$ cat config.mk
export PLATFORM = sky130hd
export DESIGN_NAME = pbs_ctrl
export DESIGN_NICKNAME = d
export VERILOG_FILES = /design/src/rtl/pbs_ctrl.sv
export SDC_FILE = /design/constraint.sdc
export NUM_CORES = 1
export LEC_CHECK = 0
export ABC_AREA = 1
export BUFFER_PORTS_ARGS = -buffer_cell sky130_fd_sc_hd__buf_2
export CAP_MARGIN = 40
export CORE_ASPECT_RATIO = 1.1
export CORE_MARGIN = 8
export CORE_UTILIZATION = 58
export CTS_CLUSTER_DIAMETER = 80
export CTS_CLUSTER_SIZE = 16
export DETAILED_ROUTE_END_ITERATION = 8
export PLACE_DENSITY = 0.8
export SLEW_MARGIN = 20
export SYNTH_ARGS = -nofsm -noshare
export SYNTH_HDL_FRONTEND = slang
export SYNTH_SLANG_ARGS = --single-unit
$ cat constraint.sdc
create_clock -name clk -period 1.95 [get_ports clk]
set_clock_uncertainty 0.15 [all_clocks]
set_input_delay 0.39 -clock clk [delete_from_list [all_inputs] [get_ports clk]]
set_output_delay 0.39 -clock clk [all_outputs]
set_load 0.01 [all_outputs]
$ cat src/rtl/pbs_ctrl.sv
// Battle-sequencing controller: runs one player/AI attack turn per confirm
// and drives the pbs_dp control inputs, then latches the winner.
module pbs_ctrl #(
  parameter int HOLD_CYCLES = 25000000,
  parameter int HOLD_W      = 25,
  parameter int TURN_W      = 7
) (
  input  logic              clk,
  input  logic              rst,
  input  logic              go,
  input  logic [1:0]        sw_move,
  input  logic [3:0]        p_hp,
  input  logic [3:0]        AI_hp,
  output logic [1:0]        p_move,
  output logic              actr,
  output logic              target,
  output logic              stop,
  output logic              load_ai_hp,
  output logic              app_ai_dmg,
  output logic              app_pl_dmg,
  output logic [TURN_W-1:0] turn_cnt,
  output logic [3:0]        state_out,
  output logic              p_win,
  output logic              ai_win,
  output logic              busy
);

  typedef enum logic [3:0] {
    IDLE    = 4'd0,
    P_ROLL  = 4'd1,
    P_APPLY = 4'd2,
    P_CHECK = 4'd3,
    P_HOLD  = 4'd4,
    A_ROLL  = 4'd5,
    A_APPLY = 4'd6,
    A_CHECK = 4'd7,
    A_HOLD  = 4'd8,
    WIN_P   = 4'd9,
    WIN_AI  = 4'd10
  } state_t;

  // A zero hold length still spends one cycle in each HOLD state.
  localparam int HLAST_I = (HOLD_CYCLES <= 1) ? 0 : HOLD_CYCLES - 1;
  localparam logic [HOLD_W-1:0] HLAST = HLAST_I[HOLD_W-1:0];

  state_t            state, state_nx;
  logic              go_s1, go_s2, go_s3;
  logic              go_pulse;
  logic [HOLD_W-1:0] hold_cnt;
  logic              hold_done;
  logic              actr_nx, target_nx, stop_nx, load_nx;
  logic              app_ai_nx, app_pl_nx, p_win_nx, ai_win_nx, busy_nx;

  assign go_pulse  = go_s2 & ~go_s3;
  assign hold_done = (hold_cnt == HLAST);
  assign state_out = state;

  // go synchronizer and rising-edge detect
  always_ff @(posedge clk or negedge rst) begin
    if (!rst) begin
      go_s1 <= 1'b0;
      go_s2 <= 1'b0;
      go_s3 <= 1'b0;
    end else begin
      go_s1 <= go;
      go_s2 <= go_s1;
      go_s3 <= go_s2;
    end
  end

  always_comb begin
    state_nx = state;
    case (state)
      IDLE:    if (go_pulse) state_nx = P_ROLL;
      P_ROLL:  state_nx = P_APPLY;
      P_APPLY: state_nx = P_CHECK;
      P_CHECK: state_nx = (AI_hp == 4'd0) ? WIN_P : P_HOLD;
      P_HOLD:  if (hold_done) state_nx = A_ROLL;
      A_ROLL:  state_nx = A_APPLY;
      A_APPLY: state_nx = A_CHECK;
      A_CHECK: state_nx = (p_hp == 4'd0) ? WIN_AI : A_HOLD;
      A_HOLD:  if (hold_done) state_nx = IDLE;
      WIN_P:   state_nx = WIN_P;
      WIN_AI:  state_nx = WIN_AI;
      default: state_nx = IDLE;
    endcase
  end

  // Outputs are decoded from the next state so they line up with state_out.
  always_comb begin
    actr_nx   = actr;
    target_nx = target;
    stop_nx   = 1'b1;
    busy_nx   = 1'b1;
    load_nx   = (state_nx == P_ROLL);
    app_ai_nx = (state_nx == P_APPLY);
    app_pl_nx = (state_nx == A_APPLY);
    p_win_nx  = (state_nx == WIN_P);
    ai_win_nx = (state_nx == WIN_AI);
    case (state_nx)
      IDLE: begin
        actr_nx   = 1'b0;
        target_nx = 1'b0;
        stop_nx   = 1'b0;
        busy_nx   = 1'b0;
      end
      P_ROLL, P_APPLY, P_CHECK: begin
        actr_nx   = 1'b0;
        target_nx = 1'b1;
      end
      A_ROLL, A_APPLY, A_CHECK: begin
        actr_nx   = 1'b1;
        target_nx = 1'b0;
      end
      P_HOLD, A_HOLD: stop_nx = 1'b0;
      WIN_P, WIN_AI:  busy_nx = 1'b0;
      default: ;
    endcase
  end

  // state, counters and registered outputs
  always_ff @(posedge clk or negedge rst) begin
    if (!rst) begin
      state      <= IDLE;
      hold_cnt   <= '0;
      turn_cnt   <= '0;
      p_move     <= 2'd0;
      actr       <= 1'b0;
      target     <= 1'b0;
      stop       <= 1'b0;
      load_ai_hp <= 1'b0;
      app_ai_dmg <= 1'b0;
      app_pl_dmg <= 1'b0;
      p_win      <= 1'b0;
      ai_win     <= 1'b0;
      busy       <= 1'b0;
    end else begin
      state <= state_nx;
      if (state_nx != state) begin
        hold_cnt <= '0;
      end else if (state == P_HOLD || state == A_HOLD) begin
        hold_cnt <= hold_cnt + 1'b1;
      end
      if (state == A_HOLD && hold_done && !(&turn_cnt)) begin
        turn_cnt <= turn_cnt + 1'b1;
      end
      if (state == IDLE && go_pulse) begin
        p_move <= sw_move;
      end
      actr       <= actr_nx;
      target     <= target_nx;
      stop       <= stop_nx;
      load_ai_hp <= load_nx;
      app_ai_dmg <= app_ai_nx;
      app_pl_dmg <= app_pl_nx;
      p_win      <= p_win_nx;
      ai_win     <= ai_win_nx;
      busy       <= busy_nx;
    end
  end

endmodule

Yosys cells after proc, flatten, opt, wreduce, memory -nomap -nowiden --
Index checks and enable logic that the tools add are counted.
Operators by class: divide/modulo/power cells 0, muxes and demuxes 12, reduce and logical (&&, ||, !) cells 19, equal/unequal tests 22, shift operators 0, order comparisons 0, multipliers 0, $add $sub $neg 2, bitwise gates (word level) 2
Operators with widths (number):
- $mux 25 | 2
- $pmux 4 s11 | 1
- $eq 4x3->1 const B | 8
- $add 25x1->25 const B | 1
- $eq 25x25->1 const B | 1
- $eq 4x4->1 const B | 6
- $eq 4x2->1 const B | 4
- $logic_not 4->1 | 4
- $mux 4 | 4
- $reduce_or 3->1 | 4
- $eq 4x1->1 const B | 2
- $reduce_or 4->1 | 2
- $add 7x1->7 const B | 1
- $reduce_and 7->1 | 1
- $reduce_bool 2->1 | 3
- $ne 4x4->1 | 1
- $pmux 1 s2 | 2
- $logic_and 1x1->1 | 3
- $mux 1 | 2
- $mux 2 | 1
- $and 1x1->1 | 1
- $logic_not 1->1 | 1
- $logic_or 1x1->1 | 1
- $not 1->1 | 1
Word-level totals: ROM bits 0, flip-flop bits (word level) 50, memory bits (writable) 0, input port bits 13, latch bits 0, output and inout port bits 22, memories kept 0, logic and storage cells 73

Logic depth before layout (Yosys ltp) --
depth after elaboration 7, mapped depth 13, gate-level depth less buffers 12

Worst setup path before layout --
OpenSTA, ideal clock, no wires.
path kind reg2reg, start reg hold_cnt[0], end reg hold_cnt[11], arrival time 1.501 ns, required time 1.679 ns, stages on the path, launching flop included 14, clock period less this slack 1.773 ns, setup slack 0.177 ns, library setup time 0.121 ns, path buffers 1, cell sequence dfrtp_1 -> ha_1 -> nand3_1 -> inv_1 -> nand2_1 -> nor2_2 -> nand2_2 -> nand2_2 -> nand2_1 -> nand2_1 -> nand2_2 -> nand2_4 -> buf_6 -> nor2_1
On the way: word-level cells in the longest chain between the ends 5, elaborated cells between the ends (all ways) 9, those cells by class 1 x add/sub; 2 x eq/ne; 5 x mux; 1 x reduce/logical
RTL lines:
- from (decl) | line 49 | logic [HOLD_W-1:0] hold_cnt;
- from (signal assigned) | line 142 | hold_cnt <= hold_cnt + 1'b1;
- $eq 25x25->1 * | line 55 | assign hold_done = (hold_cnt == HLAST);
- $mux 4 (on tied branches) | line 82, 78
- $pmux 4 s11 * | line 73 | case (state)
- via state_nx[3] | line 46 | state_t state, state_nx;
- $ne 4x4->1 * | line 139 | if (state_nx != state) begin
- $mux 25 or $reduce_bool 2->1 (tied branches)
The timed path passes the listed nets; every way through them passes the cells marked *. The select of a mux whose other input is x is not followed. A chain may end at the register's enable or synchronous reset.

Worst setup path in the final report --
start reg hold_cnt[1], end reg hold_cnt[0]
Same word-level chain as after synthesis.

==> results by group <==
STA
  – Fmax: 0.521 GHz
  – Setup violators final: 0
  – Slew margin rel.: 0.788
  – Least-Margin Pin Slew: 0.318 ns
  – Final hold slack: 0.0328 ns
  – Final count of pins violating max slew: 0
  – Tmin final: approximately 1.9 ns
  – Fin. Hold Viols: 0
  – Final Cycle Share: 0.984

GRT
  – Vias in the first global route: 2569
  – GR Util All Layers: 0.192
  – First-pass GRT wire length: 10.9 mm
  – Largest net degree at the start of global routing: 51
  – Initial antenna violation count: 0
  – GRT overflow: 0

Worst hold path
  – Hold Crit Class: input pin to flop
  – Hold Startpoint: go
  – Hold path depth: 1
  – Min-Delay Endpoint: go_s1$_DFF_PN0_

Detailed routing
  – Vias: about 2600
  – Iteration-0 DRC Markers: 218
  – Drt drc: 0
  – Number of vias per cell: 5.37
  – Aggregate routed wire length: ~7.2 mm
  – Average wire per standard cell: 14.6 um
  – Antenna viol nets, final: 0
  – Drt pass-1 iters: 4

Synth
  – Count of cell types in the netlist: 26
  – Top post-synthesis cells by area: dfrtp_1, nand2_1, nor2_1, inv_1, nand3_1
  – Syn Std Cell Area: 0.00275 sq mm
  – Syn nets: 379
  – Syn Area/Cell: ~7.6 sq um
  – Synth Register Bits: 50
  – Post-Syn Instances: 364
  – Cell taking the most area after synthesis: dfrtp_1
  – Yosys top cell area share: 0.454
  – Yosys warns: 0
  – Register area share after synthesis: 0.454

Final layout
  – # fillers: 311
  – Fraction of layout cells with a size suffix above 1: 0.292
  – Finished Core Util: 0.769
  – Sequential standard cell area: 0.00126 sq mm
  – Nets@finish: 449
  – Antenna cells: 0
  – Area of the multi-input gates: 0.00147 sq mm
  – Synth-to-layout area growth: 29.0%

Critical path
  – R2r startpoint: hold_cnt[1]$_DFFE_PN0P_
  – Worst setup SP type: flop
  – CP Max Fanout: 6
  – FF-to-FF setup slack: approximately 0.032 ns
  – Reg2Reg Capture Point: hold_cnt[0]$_DFFE_PN0P_
  – Required @ worst endpoint: 2.00 ns
  – CP Data Arrival Time: 1.97 ns
  – R2R cell count: 12
  – Setup crit end kind: flop
  – Kind of critical path: flop to flop

Clock network
  – Reg clk slew, reported paths: 0.09 ns
  – TritonCTS Buffers: 5
  – CTS Buffer Depth: 2
  – CTS tree: done
  – Sink Count: 50
  – H-Tree Depth: 2
  – Clk Latency, worst-skew pair: between 0.3 and 0.4 ns
  – Root buf cell: clkbuf_8

Power
  – Pwr per Cell Area: around 1100 mW/mm^2
  – Pint: 2410 uW
  – Switching Power: 1650 uW
  – Switch share: 0.406
  – Logic gate share of total power: 0.470
  – Clock power frac: 0.221
  – Leak pwr: ~0.0018 uW
  – Flop pwr share: 0.310
  – Pwr Total: 4060 uW
  – Peak supply drop: 924 uV

Die
  – I/O pin count: 35
  – Rows: 26
  – Die area: 0.00721 sq mm
  – Initial cell density of the core: 0.596
  – Chip Height: 88.3 um
  – CORE AREA: between 0.004 and 0.005 sq mm
  – Die Wd: 81.7 um

Placement
  – Hpwl dp: 4.67 mm
  – Gpl congestion: 0.923
  – Port buffer count: 34

Run
  – Max_cap viols: 0

Run status
  – Run status: finished clean
[worst max-delay path, stage by stage (launching register included)]
cell,delay [ns]
dfrtp_1,0.39
ha_2,0.22
nand3_4,0.10
inv_2,0.08
nand2_2,0.07
nor2_4,0.10
nand2_2,0.11
nand2_4,0.13
nand2_4,0.06
nand2_4,0.10
nand2_8,0.11
nand2_8,0.12
nor2_1,0.05
[placed cells by master, fill, tap and decap left out, types with 4 or more instances in the layout]
cell      instances
inv_2             4
nand2_8           5
nor2_4            5
nand4_1          19
xnor2_1           9
clkbuf_8          6
nand2_4           4
dfrtp_1          44
nand3_1          23
buf_2            34
nand2_1          83
nor2_1           54
xor2_1            6
dfrtp_2           6
nor3_1            4
nor2_2           14
nand2_2          11
buf_4            26
inv_1            46
o21ai_0           7
[power by group through the flow]
stage                     clock [uW]  combinational (uW)  sequential (uW)
final                            897                1910             1260
after global routing             957                2030             1270
after CTS                        905                1300             1240
after detailed placement           0                1210             1250
after global placement             0                1210             1250
after floorplan                    0                 857             1310
[layout make-up]
| class | instances | area share |
|---|---|---|
| clock buffers | 6 | 0.0232 |
| repair buffers | 63 | 0.117 |
| clock inverters | 2 | 0.0169 |
| multi-input cells | 263 | 0.414 |
| flip-flops and latches | 50 | 0.354 |
| well taps | 56 | 0.0197 |
| inverters | 51 | 0.0546 |
[layer usage]
metal  vias to the layer above  track usage  wire length (um)
li1                       1290            -                 -
met1                      1235        0.210              2860
met2                        91        0.348              3730
met3                        20       0.0478               403
met4                         0       0.0703               161
met5                         -            0                 0
[worst max path at each step]
stage	from	end	slack (ns)
floorplan	hold_cnt[0]$_DFFE_PN0P_	hold_cnt[11]$_DFFE_PN0P_	0.18
global placement	state_out[3]$_DFF_PN0_	hold_cnt[19]$_DFFE_PN0P_	0.06
detailed placement	hold_cnt[1]$_DFFE_PN0P_	hold_cnt[23]$_DFFE_PN0P_	-0.03
CTS	hold_cnt[1]$_DFFE_PN0P_	hold_cnt[23]$_DFFE_PN0P_	0.003
global route	hold_cnt[1]$_DFFE_PN0P_	hold_cnt[11]$_DFFE_PN0P_	-0.07
finish	hold_cnt[1]$_DFFE_PN0P_	hold_cnt[0]$_DFFE_PN0P_	0.03
[logic make-up (layout without fill, tap and decap cells)]
kind of cell / Yosys count / after routing / share of synthesized area
adder cells (fa/ha/maj): 2 / 2 / 0.00909
buffers and inverters: 54 / 122 / 0.0818
AND/OR/NAND/NOR: 225 / 228 / 0.367
AO/OA/AOI/OAI: 18 / 18 / 0.0404
XOR/XNOR: 15 / 15 / 0.0477
flip-flops: 50 / 50 / 0.454
[state kept, by name, summed over array words and instances (netlist names)]
| register | cells |
|---|---|
| app_ai_dmg | 1 |
| load_ai_hp | 1 |
| turn_cnt | 7 |
| go_s2 | 1 |
| go_s3 | 1 |
| p_win | 1 |
| stop | 1 |
| state_out | 4 |
| target | 1 |
| actr | 1 |
| go_s1 | 1 |
| busy | 1 |
| p_move | 2 |
| app_pl_dmg | 1 |
| ai_win | 1 |
| hold_cnt | 25 |
[metrics by stage]
step	setup TNS (ns)	instances	cell area, sq um	setup WS, ns
after floorplan	0	364	2750	0.177
after global placement	0	472	3130	0.0563
after detailed placement	-0.237	472	3130	-0.0327
after CTS	0	481	3300	0.00303
after global routing	-1.47	491	3550	-0.0698
final	0	491	3550	0.0319
[Yosys cell counts]
cell type  count
nor2_4         2
nand4_1       19
ha_1           2
o21bai_1       3
o22ai_1        1
dfrtp_1       50
xnor2_1        9
nor3_1         5
or2_2          1
nand3b_1       1
buf_6          3
nor2_2         9
a311oi_1       1
nand3_1       26
xor2_1         6
o31ai_1        1
a21oi_1        3
nor2_1        62
inv_1         48
inv_2          3
nand2_4        2
nand2_2        8
nand2_1       90
a21oi_2        1
o21ai_0        7
o21a_1         1
[repair_timing]
| action | 4_1_cts | 5_1_grt |
|---|---|---|
| gates cloned | 0 | 3 |
| hold endpoints to repair | 50 | 0 |
| setup endpoints to repair | 25 | 29 |
| setup buffers | 0 | 7 |
| hold buffers | 1 | 0 |
| resized for setup | 2 | 42 |
| pin swaps | 0 | 14 |
No activity file was read; power rests on OpenSTA's default activity.
